**config.mk**
```make
export PLATFORM = sky130hd
export DESIGN_NAME = aukv_wb_bridge_flat
export DESIGN_NICKNAME = d
export VERILOG_FILES = /design/src/rtl/aukv_wb_bridge_if.sv /design/src/rtl/aukv_wb_bridge.sv /design/src/flat_wrapper.sv
export SDC_FILE = /design/constraint.sdc
export NUM_CORES = 1
export LEC_CHECK = 0
export ABC_AREA = 0
export CAP_MARGIN = 20
export CORE_MARGIN = 2
export CORE_UTILIZATION = 40
export DETAILED_ROUTE_END_ITERATION = 8
export GPL_ROUTABILITY_DRIVEN = 0
export PLACE_DENSITY = 0.83
export REMOVE_ABC_BUFFERS = 1
export SYNTH_ARGS = -nofsm -noshare
export SYNTH_HDL_FRONTEND = slang
export SYNTH_SLANG_ARGS = --single-unit
```
**constraint.sdc**
```tcl
create_clock -name clk -period 5.2 [get_ports clk]
set_input_delay 0.52 -clock clk [delete_from_list [all_inputs] [get_ports clk]]
set_output_delay 0.52 -clock clk [all_outputs]
set_load 0.01 [all_outputs]
```
**src/rtl/aukv_wb_bridge_if.sv**
```systemverilog
// Core-request / Wishbone-classic signal bundle for aukv_wb_bridge.
// master: the bridge's view; slave: the surrounding core + Wishbone fabric.
interface aukv_wb_bridge_if #(
  parameter int unsigned ADDR_WIDTH = 32,
  parameter int unsigned DATA_WIDTH = 32
);
  localparam int unsigned SEL_WIDTH = DATA_WIDTH / 8;

  logic                  req_en_i;
  logic                  req_we_i;
  logic [ADDR_WIDTH-1:0] req_addr_i;
  logic [DATA_WIDTH-1:0] req_data_i;
  logic [SEL_WIDTH-1:0]  req_sel_i;
  logic                  req_ready_o;
  logic                  rsp_valid_o;
  logic [DATA_WIDTH-1:0] rsp_data_o;
  logic                  rsp_err_o;
  logic                  wb_cyc_o;
  logic                  wb_stb_o;
  logic                  wb_we_o;
  logic [ADDR_WIDTH-1:0] wb_addr_o;
  logic [DATA_WIDTH-1:0] wb_data_o;
  logic [SEL_WIDTH-1:0]  wb_sel_o;
  logic [DATA_WIDTH-1:0] wb_data_i;
  logic                  wb_ack_i;

  modport master (
    input  req_en_i, req_we_i, req_addr_i, req_data_i, req_sel_i, wb_data_i, wb_ack_i,
    output req_ready_o, rsp_valid_o, rsp_data_o, rsp_err_o,
           wb_cyc_o, wb_stb_o, wb_we_o, wb_addr_o, wb_data_o, wb_sel_o
  );

  modport slave (
    output req_en_i, req_we_i, req_addr_i, req_data_i, req_sel_i, wb_data_i, wb_ack_i,
    input  req_ready_o, rsp_valid_o, rsp_data_o, rsp_err_o,
           wb_cyc_o, wb_stb_o, wb_we_o, wb_addr_o, wb_data_o, wb_sel_o
  );
endinterface

```
**src/rtl/aukv_wb_bridge.sv**
```systemverilog
// AUK-V en/valid memory port to Wishbone classic master with a 1-entry pending buffer.
// Optional bus-cycle timeout abort enabled by defining BRIDGE_TIMEOUT_EN.
module aukv_wb_bridge #(
  parameter int unsigned ADDR_WIDTH     = 32,
  parameter int unsigned DATA_WIDTH     = 32,
  parameter int unsigned TIMEOUT_CYCLES = 255
) (
  input logic              clk,
  input logic              rst,
  aukv_wb_bridge_if.master bus
);
  localparam int unsigned SEL_WIDTH = DATA_WIDTH / 8;

  typedef enum logic {IDLE, BUS} state_t;

  state_t state, state_nx;

  logic accept, launch, use_pend, store_pend, finish, abort, tmo;
  logic pend_valid, pend_valid_nx;

  logic                  pend_we;
  logic [ADDR_WIDTH-1:2] pend_addr;
  logic [DATA_WIDTH-1:0] pend_data;
  logic [SEL_WIDTH-1:0]  pend_sel;

  logic                  ready_q, cyc_q, we_q, rsp_valid_q, rsp_err_q;
  logic [ADDR_WIDTH-1:0] addr_q;
  logic [DATA_WIDTH-1:0] data_q, rsp_data_q;
  logic [SEL_WIDTH-1:0]  sel_q;

  // Byte-lane bits of the request address never reach the bus.
  logic unused_addr_lsb;
  assign unused_addr_lsb = ^bus.req_addr_i[1:0];

  assign accept = bus.req_en_i && ready_q;

`ifdef BRIDGE_TIMEOUT_EN
  localparam int unsigned CNT_WIDTH = $clog2(TIMEOUT_CYCLES + 1);

  logic [CNT_WIDTH-1:0] tmo_cnt;

  // Abort in the BUS cycle whose increment would bring the count to TIMEOUT_CYCLES.
  assign tmo = (state == BUS) && (tmo_cnt == CNT_WIDTH'(TIMEOUT_CYCLES - 1));

  always_ff @(posedge clk or posedge rst) begin
    if (rst) begin
      tmo_cnt <= '0;
    end else if (launch) begin
      tmo_cnt <= '0;
    end else if (state == BUS) begin
      tmo_cnt <= tmo_cnt + 1'b1;
    end
  end

  assign bus.rsp_err_o = rsp_err_q;
`else
  assign tmo           = 1'b0;
  assign bus.rsp_err_o = 1'b0;
`endif

  always_ff @(posedge clk or posedge rst) begin
    if (rst) begin
      state <= IDLE;
    end else begin
      state <= state_nx;
    end
  end

  always_comb begin
    state_nx   = state;
    launch     = 1'b0;
    use_pend   = 1'b0;
    store_pend = 1'b0;
    finish     = 1'b0;
    abort      = 1'b0;
    case (state)
      IDLE: begin
        if (pend_valid) begin
          launch   = 1'b1;
          use_pend = 1'b1;
          state_nx = BUS;
        end else if (accept) begin
          launch   = 1'b1;
          state_nx = BUS;
        end
      end
      BUS: begin
        store_pend = accept;
        if (bus.wb_ack_i) begin
          finish   = 1'b1;
          state_nx = IDLE;
        end else if (tmo) begin
          abort    = 1'b1;
          state_nx = IDLE;
        end
      end
      default: state_nx = IDLE;
    endcase
    pend_valid_nx = (pend_valid && !use_pend) || store_pend;
  end

  always_ff @(posedge clk or posedge rst) begin
    if (rst) begin
      pend_valid  <= 1'b0;
      pend_we     <= 1'b0;
      pend_addr   <= '0;
      pend_data   <= '0;
      pend_sel    <= '0;
      ready_q     <= 1'b1;
      cyc_q       <= 1'b0;
      we_q        <= 1'b0;
      addr_q      <= '0;
      data_q      <= '0;
      sel_q       <= '0;
      rsp_valid_q <= 1'b0;
      rsp_data_q  <= '0;
      rsp_err_q   <= 1'b0;
    end else begin
      pend_valid  <= pend_valid_nx;
      ready_q     <= !pend_valid_nx;
      rsp_valid_q <= finish || abort;
      rsp_err_q   <= abort;
      rsp_data_q  <= (finish && !we_q) ? bus.wb_data_i : '0;
      if (store_pend) begin
        pend_we   <= bus.req_we_i;
        pend_addr <= bus.req_addr_i[ADDR_WIDTH-1:2];
        pend_data <= bus.req_data_i;
        pend_sel  <= bus.req_sel_i;
      end
      if (launch) begin
        cyc_q  <= 1'b1;
        we_q   <= use_pend ? pend_we : bus.req_we_i;
        addr_q <= {(use_pend ? pend_addr : bus.req_addr_i[ADDR_WIDTH-1:2]), 2'b00};
        data_q <= use_pend ? pend_data : bus.req_data_i;
        sel_q  <= use_pend ? pend_sel : bus.req_sel_i;
      end else if (finish || abort) begin
        cyc_q <= 1'b0;
      end
    end
  end

  assign bus.req_ready_o = ready_q;
  assign bus.rsp_valid_o = rsp_valid_q;
  assign bus.rsp_data_o  = rsp_data_q;
  assign bus.wb_cyc_o    = cyc_q;
  assign bus.wb_stb_o    = cyc_q;
  assign bus.wb_we_o     = we_q;
  assign bus.wb_addr_o   = addr_q;
  assign bus.wb_data_o   = data_q;
  assign bus.wb_sel_o    = sel_q;
endmodule

```
**src/flat_wrapper.sv**
```systemverilog
// flat-port wrapper written by rule: the top's interface ports become plain ports
module aukv_wb_bridge_flat 
#(
  parameter int unsigned ADDR_WIDTH     = 32,
  parameter int unsigned DATA_WIDTH     = 32,
  parameter int unsigned TIMEOUT_CYCLES = 255
)
  (clk, rst, bus_req_en_i, bus_req_we_i, bus_req_addr_i, bus_req_data_i, bus_req_sel_i, bus_wb_data_i, bus_wb_ack_i, bus_req_ready_o, bus_rsp_valid_o, bus_rsp_data_o, bus_rsp_err_o, bus_wb_cyc_o, bus_wb_stb_o, bus_wb_we_o, bus_wb_addr_o, bus_wb_data_o, bus_wb_sel_o);
  aukv_wb_bridge_if #(.ADDR_WIDTH(ADDR_WIDTH), .DATA_WIDTH(DATA_WIDTH)) bus_i ();
  input logic clk;
  input logic rst;
  input wire logic [$bits(bus_i.req_en_i)-1:0] bus_req_en_i;
  input wire logic [$bits(bus_i.req_we_i)-1:0] bus_req_we_i;
  input wire logic [$bits(bus_i.req_addr_i)-1:0] bus_req_addr_i;
  input wire logic [$bits(bus_i.req_data_i)-1:0] bus_req_data_i;
  input wire logic [$bits(bus_i.req_sel_i)-1:0] bus_req_sel_i;
  input wire logic [$bits(bus_i.wb_data_i)-1:0] bus_wb_data_i;
  input wire logic [$bits(bus_i.wb_ack_i)-1:0] bus_wb_ack_i;
  output wire logic [$bits(bus_i.req_ready_o)-1:0] bus_req_ready_o;
  output wire logic [$bits(bus_i.rsp_valid_o)-1:0] bus_rsp_valid_o;
  output wire logic [$bits(bus_i.rsp_data_o)-1:0] bus_rsp_data_o;
  output wire logic [$bits(bus_i.rsp_err_o)-1:0] bus_rsp_err_o;
  output wire logic [$bits(bus_i.wb_cyc_o)-1:0] bus_wb_cyc_o;
  output wire logic [$bits(bus_i.wb_stb_o)-1:0] bus_wb_stb_o;
  output wire logic [$bits(bus_i.wb_we_o)-1:0] bus_wb_we_o;
  output wire logic [$bits(bus_i.wb_addr_o)-1:0] bus_wb_addr_o;
  output wire logic [$bits(bus_i.wb_data_o)-1:0] bus_wb_data_o;
  output wire logic [$bits(bus_i.wb_sel_o)-1:0] bus_wb_sel_o;
  assign bus_i.req_en_i = bus_req_en_i;
  assign bus_i.req_we_i = bus_req_we_i;
  assign bus_i.req_addr_i = bus_req_addr_i;
  assign bus_i.req_data_i = bus_req_data_i;
  assign bus_i.req_sel_i = bus_req_sel_i;
  assign bus_i.wb_data_i = bus_wb_data_i;
  assign bus_i.wb_ack_i = bus_wb_ack_i;
  assign bus_req_ready_o = bus_i.req_ready_o;
  assign bus_rsp_valid_o = bus_i.rsp_valid_o;
  assign bus_rsp_data_o = bus_i.rsp_data_o;
  assign bus_rsp_err_o = bus_i.rsp_err_o;
  assign bus_wb_cyc_o = bus_i.wb_cyc_o;
  assign bus_wb_stb_o = bus_i.wb_stb_o;
  assign bus_wb_we_o = bus_i.wb_we_o;
  assign bus_wb_addr_o = bus_i.wb_addr_o;
  assign bus_wb_data_o = bus_i.wb_data_o;
  assign bus_wb_sel_o = bus_i.wb_sel_o;
  aukv_wb_bridge #(.ADDR_WIDTH(ADDR_WIDTH), .DATA_WIDTH(DATA_WIDTH), .TIMEOUT_CYCLES(TIMEOUT_CYCLES)) u_core (.clk(clk), .rst(rst), .bus(bus_i));
endmodule
```
==> summary.txt <==
Outcome
  – Run status: finished, final reports clean

Synthesis
  – Average cell area after synthesis: 13.1 um2
  – Number of synthesized flops with an enable pin: 0
  – Sequential element share of the synthesized area: between 60% and 70%
  – Number of synthesized register bits: about 170
  – Yosys top cell by area: dfrtp_1
  – Share of flip-flops with an asynchronous set or reset after synthesis: 100%
  – Most instantiated flip-flop cell in the synthesis netlist: dfrtp_1
  – Leading post-synthesis cells by cell area: dfrtp_1, mux2_1, mux2i_1
  – Cell variety after synth: 23
  – Cell area after synthesis: a little under 7000 um2
  – Fraction of synthesized cell area taken by the top area cell type: around three fifths
  – Number of cells produced by synthesis: 530
  – Synth Warn #: 0

Routing
  – Total vias in the final route: ~4,800
  – Average via count per standard cell: between 5 and 6
  – Number of remaining DRC errors: 0
  – 1st-iter DRT viols: about 210
  – Final ANT Viol Nets: 0
  – Per-cell routed wire length: 16.7 um
  – Number of optimization iterations in the first detailed-route pass: 4
  – Post-detailed-routing wire length: roughly 16,000 um

Pwr
  – Highest ir drop seen on vdd: between 200 and 300 uV
  – Static power due to leakage: 4.43 nW
  – Sequential group share of total power: 38.9%
  – Internal Power: about 3.8 mW
  – Gate power share: a little under two fifths
  – Pwr Density: around 580 nW/um2
  – Total Power Consumption: roughly 5.6 mW
  – Net Sw Power: between 1.5 and 2 mW
  – Fraction of power consumed by the clock network: a little under a quarter
  – Sw Share: roughly a third

Global routing
  – Combined global-route utilization of all metal layers: between 10% and 20%
  – Number of global-route vias before repair: just over 5,000
  – Global-route wire length before repair: 25,800 um
  – Overflow left after global routing: 0
  – Pin count of the biggest net entering global routing: 98
  – Antenna violations before repair: 0

Floorplan
  – Starting utilization of the core area: a little over 40%
  – I/O pins: about 210
  – Die span in y: around 140 um
  – Floorplan die width: ~140 um
  – Placement row count: 48
  – CORE AREA: 17,100 um2
  – DIE AREA: between 15,000 and 20,000 um2

STA
  – Number of slew-limit violations in the final report: 0
  – Worst clock skew on the final layout: between 0.005 and 0.006 ns
  – Tcrit/Tclk final: a little over two fifths
  – RSZ-0062 raised after global routing: false
  – Measured slew at the worst slew-check pin: between 0.9 and 1 ns
  – Minimum period implied by the final worst setup slack: around 2.3 ns
  – Setup TNS: 0 ns
  – Relative max-transition margin: between 30% and 40%
  – Top achievable clock speed: 0.439 GHz
  – Endpoints failing setup: 0
  – Final hold violation count: 0

Hold path
  – Endpoint with the worst hold slack: u_core.pend_addr[25]$_DFFE_PP0P_
  – Startpoint of the tightest hold check path: u_core.pend_addr[25]$_DFFE_PP0P_
  – Cell depth of the worst hold path: 1
  – Hold crit path type: flop to flop

Setup path
  – R2r worst-path depth: 3
  – Worst setup path class: flop to flop
  – Minimum setup slack among reg-to-reg paths: 2.92 ns
  – Kind of capture point of the worst setup path: flop
  – R2r startpoint: u_core.state$_DFF_PP0_
  – Required time of the critical path: 5.46 ns
  – Setup crit start kind: flop
  – Reg2Reg Capture Point: u_core.bus.wb_addr_o[4]$_DFFE_PP0P_
  – Crit Path Max Fanout: 69
  – Crit path DAT: around 2.5 ns

CTS
  – # Post-CTS Setup Buffers: 0
  – Clock transition at the register clock pins on the worst setup and hold paths after CTS: ~0.06 ns
  – CTS H-Tree Depth: 4
  – CTS Sinks: 171
  – Cts repair resizes: 0
  – Clock network latency to the later pin of the worst-skew pair: between 0.4 and 0.5 ns
  – Number of buffers inserted by hold repair at cts: 0
  – CTS tree: built
  – CTS Buffer Depth: 2
  – Cell at the root of the clock tree: clkbuf_16
  – Total clock buffers created by CTS: 17

Layout
  – Post-layout nets: between 800 and 900
  – Area growth from synthesis to layout: 39.7%
  – Layout cells sized above 1: under 10%
  – Inserted Diodes: 0

Run
  – # Max-Cap Violations: 0

Placement
  – Number of port buffers: about 200
  – Hpwl dp: about 9900 um
==> sequential cells by signal (all words and copies together), names as in the netlist <==
| signal | flops |
|---|---|
| u_core.bus.wb_cyc_o | 1 |
| u_core.bus.wb_we_o | 1 |
| u_core.pend_we | 1 |
| u_core.bus.wb_sel_o | 4 |
| u_core.bus.rsp_valid_o | 1 |
| u_core.bus.req_ready_o | 1 |
| u_core.bus.wb_addr_o | 30 |
| u_core.pend_sel | 4 |
| u_core.pend_valid | 1 |
| u_core.pend_data | 32 |
| u_core.bus.wb_data_o | 32 |
| u_core.state | 1 |
| u_core.pend_addr | 30 |
| u_core.bus.rsp_data_o | 32 |
==> metrics by stage <==
| step | setup slack (ns) | utilization, % | std cells | hold slack [ns] | area (um2) |
|---|---|---|---|---|---|
| after detailed placement | 2.40 | 53.0 | 924 | 0.480 | 9070 |
| after global routing | 2.75 | 56.8 | 957 | 0.497 | 9720 |
| after global placement | 2.42 | 53.0 | 924 | 0.472 | 9070 |
| after CTS | 2.84 | 56.6 | 956 | 0.494 | 9690 |
| final | 2.92 | 56.8 | 957 | 0.488 | 9720 |
| after floorplan | 0.0499 | - | 488 | 0.464 | 6680 |
==> per-layer routing <==
layer	GRT usage [%]	routed length, um	vias up
met5	0	0	-
met4	6.13	269	0
met3	6.38	1280	22
met2	29.9	7590	162
met1	22.0	6870	2409
li1	-	-	2219
==> cells in the final DEF (no fill, tap or decap), drive strengths merged <==
| cell type | instances |
|---|---|
| inv | 6 |
| mux2i | 67 |
| clkdlybuf4s50 | 205 |
| dfstp | 1 |
| clkinvlp | 1 |
| nor2 | 1 |
| mux2 | 67 |
| buf | 7 |
| o21ai | 134 |
| nand3 | 1 |
| nand2b | 2 |
| nand2 | 1 |
| bufinv | 3 |
| a21oi | 3 |
| dfrtp | 170 |
| or2 | 1 |
| and2 | 32 |
| clkinv | 5 |
| conb | 3 |
| clkbuf | 22 |
==> cell usage after synthesis, drive strengths merged, types with 2 or more instances <==
master	count
a21oi	3
and2	32
buf	25
clkbuf	19
dfrtp	170
inv	5
mux2	67
mux2i	67
nand2b	2
o21ai	134
==> cells by family after synthesis <==
| logic type | count (synthesis) | share of synthesized area (%) |
|---|---|---|
| flops | 171 | 61.6 |
| compound gates | 137 | 9.97 |
| mux | 134 | 20.5 |
| buf+inv | 49 | 4.37 |
| simple gates | 38 | 3.54 |
| other cells | 1 | 0.0539 |
==> cell type report <==
type / instances / area [um2]
Clock inverter: 10 / 139
Inverter: 5 / 23.8
Tap cell: 225 / 282
Fill cell: 1442 / 7400
Timing Repair Buffer: 212 / 2120
Clock buffer: 22 / 474
Sequential cell: 171 / 4280
Multi-Input combinational cell: 312 / 2390
==> critical path, cell delays in order (launching register included) <==
cell     delay [ns]
dfrtp_2        0.44
buf_4          0.63
or2_4          0.83
o21ai_1        0.18
==> power by group through the flow <==
stage          Combinational (mW)  Clock, mW  Sequential (mW)
5_1_grt                      2.35       1.40             2.26
2_1_floorplan               0.941          0             2.35
3_3_place_gp                 2.11          0             2.19
3_5_place_dp                 2.16          0             2.22
4_1_cts                      2.17       1.35             2.20
6_report                     2.14       1.31             2.20
==> worst max-delay path by stage <==
stage / slack [ns] / endpoint / startpoint / cells past startpoint
6_report: 2.92 / u_core.bus.wb_addr_o[4]$_DFFE_PP0P_ / u_core.state$_DFF_PP0_ / 3
5_1_grt: 2.75 / u_core.bus.wb_addr_o[4]$_DFFE_PP0P_ / u_core.state$_DFF_PP0_ / 3
2_1_floorplan: 0.05 / u_core.bus.rsp_data_o[0]$_DFF_PP0_ / rst / 1
4_1_cts: 2.84 / u_core.pend_data[5]$_DFFE_PP0P_ / bus_req_en_i / 3
3_3_place_gp: 2.42 / u_core.pend_data[4]$_DFFE_PP0P_ / bus_req_en_i / 3
3_5_place_dp: 2.40 / u_core.pend_data[5]$_DFFE_PP0P_ / bus_req_en_i / 3
No activity file was read; power rests on OpenSTA's default activity.
==> patch 1 (same flow settings) <==
`DATA_WIDTH` is set to 32 in 3 places; all go to 64.
--- a/src/rtl/aukv_wb_bridge_if.sv
+++ b/src/rtl/aukv_wb_bridge_if.sv
@@ -2,7 +2,7 @@
 // master: the bridge's view; slave: the surrounding core + Wishbone fabric.
 interface aukv_wb_bridge_if #(
   parameter int unsigned ADDR_WIDTH = 32,
-  parameter int unsigned DATA_WIDTH = 32
+  parameter int unsigned DATA_WIDTH = 64
 );
   localparam int unsigned SEL_WIDTH = DATA_WIDTH / 8;
 
--- a/src/rtl/aukv_wb_bridge.sv
+++ b/src/rtl/aukv_wb_bridge.sv
@@ -2,7 +2,7 @@
 // Optional bus-cycle timeout abort enabled by defining BRIDGE_TIMEOUT_EN.
 module aukv_wb_bridge #(
   parameter int unsigned ADDR_WIDTH     = 32,
-  parameter int unsigned DATA_WIDTH     = 32,
+  parameter int unsigned DATA_WIDTH     = 64,
   parameter int unsigned TIMEOUT_CYCLES = 255
 ) (
   input logic              clk,
--- a/src/flat_wrapper.sv
+++ b/src/flat_wrapper.sv
@@ -2,7 +2,7 @@
 module aukv_wb_bridge_flat 
 #(
   parameter int unsigned ADDR_WIDTH     = 32,
-  parameter int unsigned DATA_WIDTH     = 32,
+  parameter int unsigned DATA_WIDTH     = 64,
   parameter int unsigned TIMEOUT_CYCLES = 255
 )
   (clk, rst, bus_req_en_i, bus_req_we_i, bus_req_addr_i, bus_req_data_i, bus_req_sel_i, bus_wb_data_i, bus_wb_ack_i, bus_req_ready_o, bus_rsp_valid_o, bus_rsp_data_o, bus_rsp_err_o, bus_wb_cyc_o, bus_wb_stb_o, bus_wb_we_o, bus_wb_addr_o, bus_wb_data_o, bus_wb_sel_o);
Ports: changed (6 resized); port bits go from 211 to 347. The function was not compared with the original's and may differ.
==> patch 1 against the original RTL <==
- non-clock buffer count rose by 140
- sequential cell count grew 104
- hold slack improved by 0.015 ns
- setup slack worse by 0.81 ns
- synthesized area rose by 62%
- global-route usage up 1.9 points
- final area up 64%
- routed wire length increased by 87%
- combinational power grew 72%
- power is 67% higher
- critical path type unchanged
==> patch 1: results <==
min_path:
  worst_hold_check_path_type: "reg -> reg"
logic_synthesis:
  synth.yosys.seq_area_share_pct: 61.0
  synth_common_cells: "dfrtp_1, o21ai_0, mux2i_1, mux2_4, o21ai_1"
  synth_warnings: 0
  synth.lib_cells_used.distinct: 21
  synth_area_leaders: "dfrtp_1, mux2_4, mux2i_1"
  post_synth_inst_count: 834
layout:
  clock_area_share_pct: 6.46
  seqCellArea_um2: 6890
  total_area_of_multi_input_combinational_cells_um2: 3980
  final_net_count: 1325
  non_clock_buffer_contribution_to_total_cell_area_pct: 22.3
  num-multi-input-gates: 488
  filler_cell_count: 2220
  inverter_count: 5
  drive_above_1_share_pct: 14.6
  layout.non_clock_buffers: 352
  clock_buffers: 43
  fin_util_pct: 57.5
  antennaDiodeCount: 3
route:
  routed_wire_length_per_instance_um: 19.3
  route.top_layer_used: "met4"
  dr_wl_met2_um: 14200
  drt-initial-drc-count: 481
  wl_um: 30000
  vias_per_cell: 5.05
  detailedRoute.firstPassIterationCount: 4
  detail_route.wirelength.met1_um: 11700
  met3_wirelength_um: 3150
global_routing:
  antenna_found_initial: 3
  via_count_of_the_first_global_routing_pass: 8317
  grt_pass1_wl_um: 46200
  grt_usage_pct: 19.9
  pin_count_of_the_biggest_net_entering_global_routing: 114
  grtUsageMet1_pct: 24.2
  use_met3_pct: 7.87
  gr-usage-met2_pct: 32.7
placed_design:
  dp.final_hpwl_um: 18900
  place_area_um2: 14900
  portBuffers: 341
  place_ws_ns: 2.12
  place.detailed.instances: 1497
setup_path:
  path_max_fanout: 77
  data_arrival_time_of_the_critical_path_ns: 3.49
  worst_reg_to_reg_cells: 4
die:
  tap-cell-count: 378
pwr:
  p_int_mw: 6.42
  total_power_mw: 9.45
  static-leakage-power_nw: 7.50
  power.sequential.fraction_pct: 37.8
  ir_worst_vdd_mv: 0.289
clock_tree:
  cts.clk_slew.worst_paths_ns: 0.06
  cts_made_buffers: 30
  clock_sink_count: 275
  htreeDepth: 1
  worstSkewPairLatency_ns: 0.55
  max-clock-path-buffers: 3
timing:
  finalClockSkew_ns: 0.0107
  max-slew-margin-rel_pct: 27.2
run_status:
  status: "completed"
## patch 1: path summary, 6_finish.rpt
| check | slack [ns] | endpoint | startpoint |
|---|---|---|---|
| worst min-delay path | 0.50 | u_core.pend_data[54] | u_core.pend_data[54] |
| max in group asynchronous | 3.54 | u_core.bus.rsp_data_o[6] | rst |
| worst max register to register | 2.11 | u_core.bus.wb_data_o[37] | u_core.state |
| min in group asynchronous | 0.51 | u_core.pend_sel[5] | rst |
| worst max-delay path | 2.11 | u_core.bus.wb_data_o[37] | u_core.state |
| worst min register to register | 0.50 | u_core.pend_data[54] | u_core.pend_data[54] |
## patch 1: kinds of logic after synthesis
family          after synthesis  share of synthesized area [%]
flops                       275                           61.0
compound gates              209                           9.30
mux                         206                           21.7
buf+inv                      73                           4.04
simple gates                 70                           3.93
other cells                   1                         0.0332
## patch 1: worst max-delay path: stages, from the launching register on
cell	delay, ns
dfrtp_4	0.72
buf_4	0.70
or2_4	0.92
buf_4	0.38
o21ai_0	0.13
==> patch 2 (config.mk and constraints unchanged) <==
Without the edit above. Take the reset off `rsp_data_q` and load it in a clocked block of its own.
--- a/src/rtl/aukv_wb_bridge.sv
+++ b/src/rtl/aukv_wb_bridge.sv
@@ -113,14 +113,12 @@
       data_q      <= '0;
       sel_q       <= '0;
       rsp_valid_q <= 1'b0;
-      rsp_data_q  <= '0;
       rsp_err_q   <= 1'b0;
     end else begin
       pend_valid  <= pend_valid_nx;
       ready_q     <= !pend_valid_nx;
       rsp_valid_q <= finish || abort;
       rsp_err_q   <= abort;
-      rsp_data_q  <= (finish && !we_q) ? bus.wb_data_i : '0;
       if (store_pend) begin
         pend_we   <= bus.req_we_i;
         pend_addr <= bus.req_addr_i[ADDR_WIDTH-1:2];
@@ -139,6 +137,10 @@
     end
   end
 
+  always_ff @(posedge clk) begin
+    rsp_data_q <= (finish && !we_q) ? bus.wb_data_i : '0;
+  end
+
   assign bus.req_ready_o = ready_q;
   assign bus.rsp_valid_o = rsp_valid_q;
   assign bus.rsp_data_o  = rsp_data_q;
Formal check against the unedited RTL: differs if rst is asserted again (counterexample within 4 cycles, from zero or initial values and one cycle with rst high); with rst held inactive, the same outputs for 10 cycles.
==> patch 2 against the original RTL <==
- setup slack better by 0.0092 ns
- cell count is 0.52% lower
- highest routed layer unchanged
- final area is 2.1% lower
- sequential cell count stayed put
- power is 0.79% lower
- via count is 1.3% lower
- routed wire length is 3.3% lower
- synthesized area is 2.4% lower
==> patch 2: results <==
global_routing:
  grtUsageMet1_pct: 21.5
  via_count_of_the_first_global_routing_pass: 4960
  grt_usage_pct: 18.1
  grt_pass1_wl_um: 25400
  gr-usage-met2_pct: 30.4
  pin_count_of_the_biggest_net_entering_global_routing: 108
  use_met3_pct: 7.26
route:
  detailroute.via_count: 4751
  route.top_layer_used: "met4"
  routed_wire_length_per_instance_um: 16.3
  detailedRoute.firstPassIterationCount: 8
  met3_wirelength_um: 1390
  drt-initial-drc-count: 228
  dr_wl_met2_um: 7500
setup_path:
  cp_slowest_stage_delay_ns: 0.70
  r2r_setup_slack_ns: 2.99
  worst_path_max_delay_cell: "or2_2"
  crit_family: "buffers and inverters"
  worst_setup_path_endpoint: "u_core.bus.wb_addr_o[26]"
  endpoint_of_the_lowest_slack_register_to_register_path: "u_core.bus.wb_addr_o[12]"
  startpoint: "bus_req_en_i"
  worst_reg_to_reg_cells: 4
timing:
  post-route-worst-setup-slack_ns: 2.93
  hold_ws_ns: 0.504
  max-slew-margin-rel_pct: 36.2
  finalClockSkew_ns: 0.0101
layout:
  final_cell_count_no_fill: 952
  drive_above_1_share_pct: 15.2
  filler_cell_count: 1368
  non_clock_buffer_contribution_to_total_cell_area_pct: 22.2
  total_area_of_multi_input_combinational_cells_um2: 2390
  seqAreaFraction_pct: 43.3
  post_route_design_area_um2: 9520
  inverter_count: 5
min_path:
  timing.hold.worst_path_depth: 1
  whs_endpoint: "u_core.pend_addr[2]"
  worst_hold_startpoint: "u_core.pend_addr[2]"
placed_design:
  place_area_um2: 8910
  dp.final_hpwl_um: 9760
  place.detailed.instances: 919
  place_ws_ns: 2.46
logic_synthesis:
  synth_area_leaders: "dfrtp_1, mux2_2, mux2i_1"
  ys_async_sr_fraction_pct: 81.3
  synth.yosys.seq_area_share_pct: 60.7
  synth_common_cells: "dfrtp_1, o21ai_0, mux2_2, mux2i_1, o21ai_1"
pwr:
  ir_worst_vdd_mv: 0.288
  p_int_mw: 3.80
  static-leakage-power_nw: 4.25
clock_tree:
  cts_made_buffers: 17
  worstSkewPairLatency_ns: 0.41
  cts_setup_buffers: 0
  htreeDepth: 4
run_status:
  status: "completed"
die:
  fp.coreArea_um2: 16600
==> patch 2: changes by cell type in the layout (fill, tap and decap cells not counted), moves of 3 or more <==
cell and change:
mux2_1 -67, mux2_2 +67, dfrtp_1 -32, dfxtp_1 +32, o21ai_0 +27, o21ai_1 -27
clkbuf_16 +4, bufinv_16 -3, clkbuf_8 -3
==> patch 2: power groups by stage <==
stage | Clock [mW] | Combinational (mW) | Sequential [mW]
after floorplan | 0 | 1.03 | 2.34
after global placement | 0 | 2.15 | 2.19
after detailed placement | 0 | 2.20 | 2.22
after CTS | 1.27 | 2.20 | 2.20
after global routing | 1.34 | 2.37 | 2.27
final | 1.24 | 2.17 | 2.20
==> patch 2: cell families after synthesis <==
family / after synthesis / synth area share [%]
buf+inv: 49 / 4.52
simple gates: 38 / 3.49
mux: 134 / 21.0
other cells: 1 / 0.0553
compound gates: 137 / 10.2
flops: 171 / 60.7
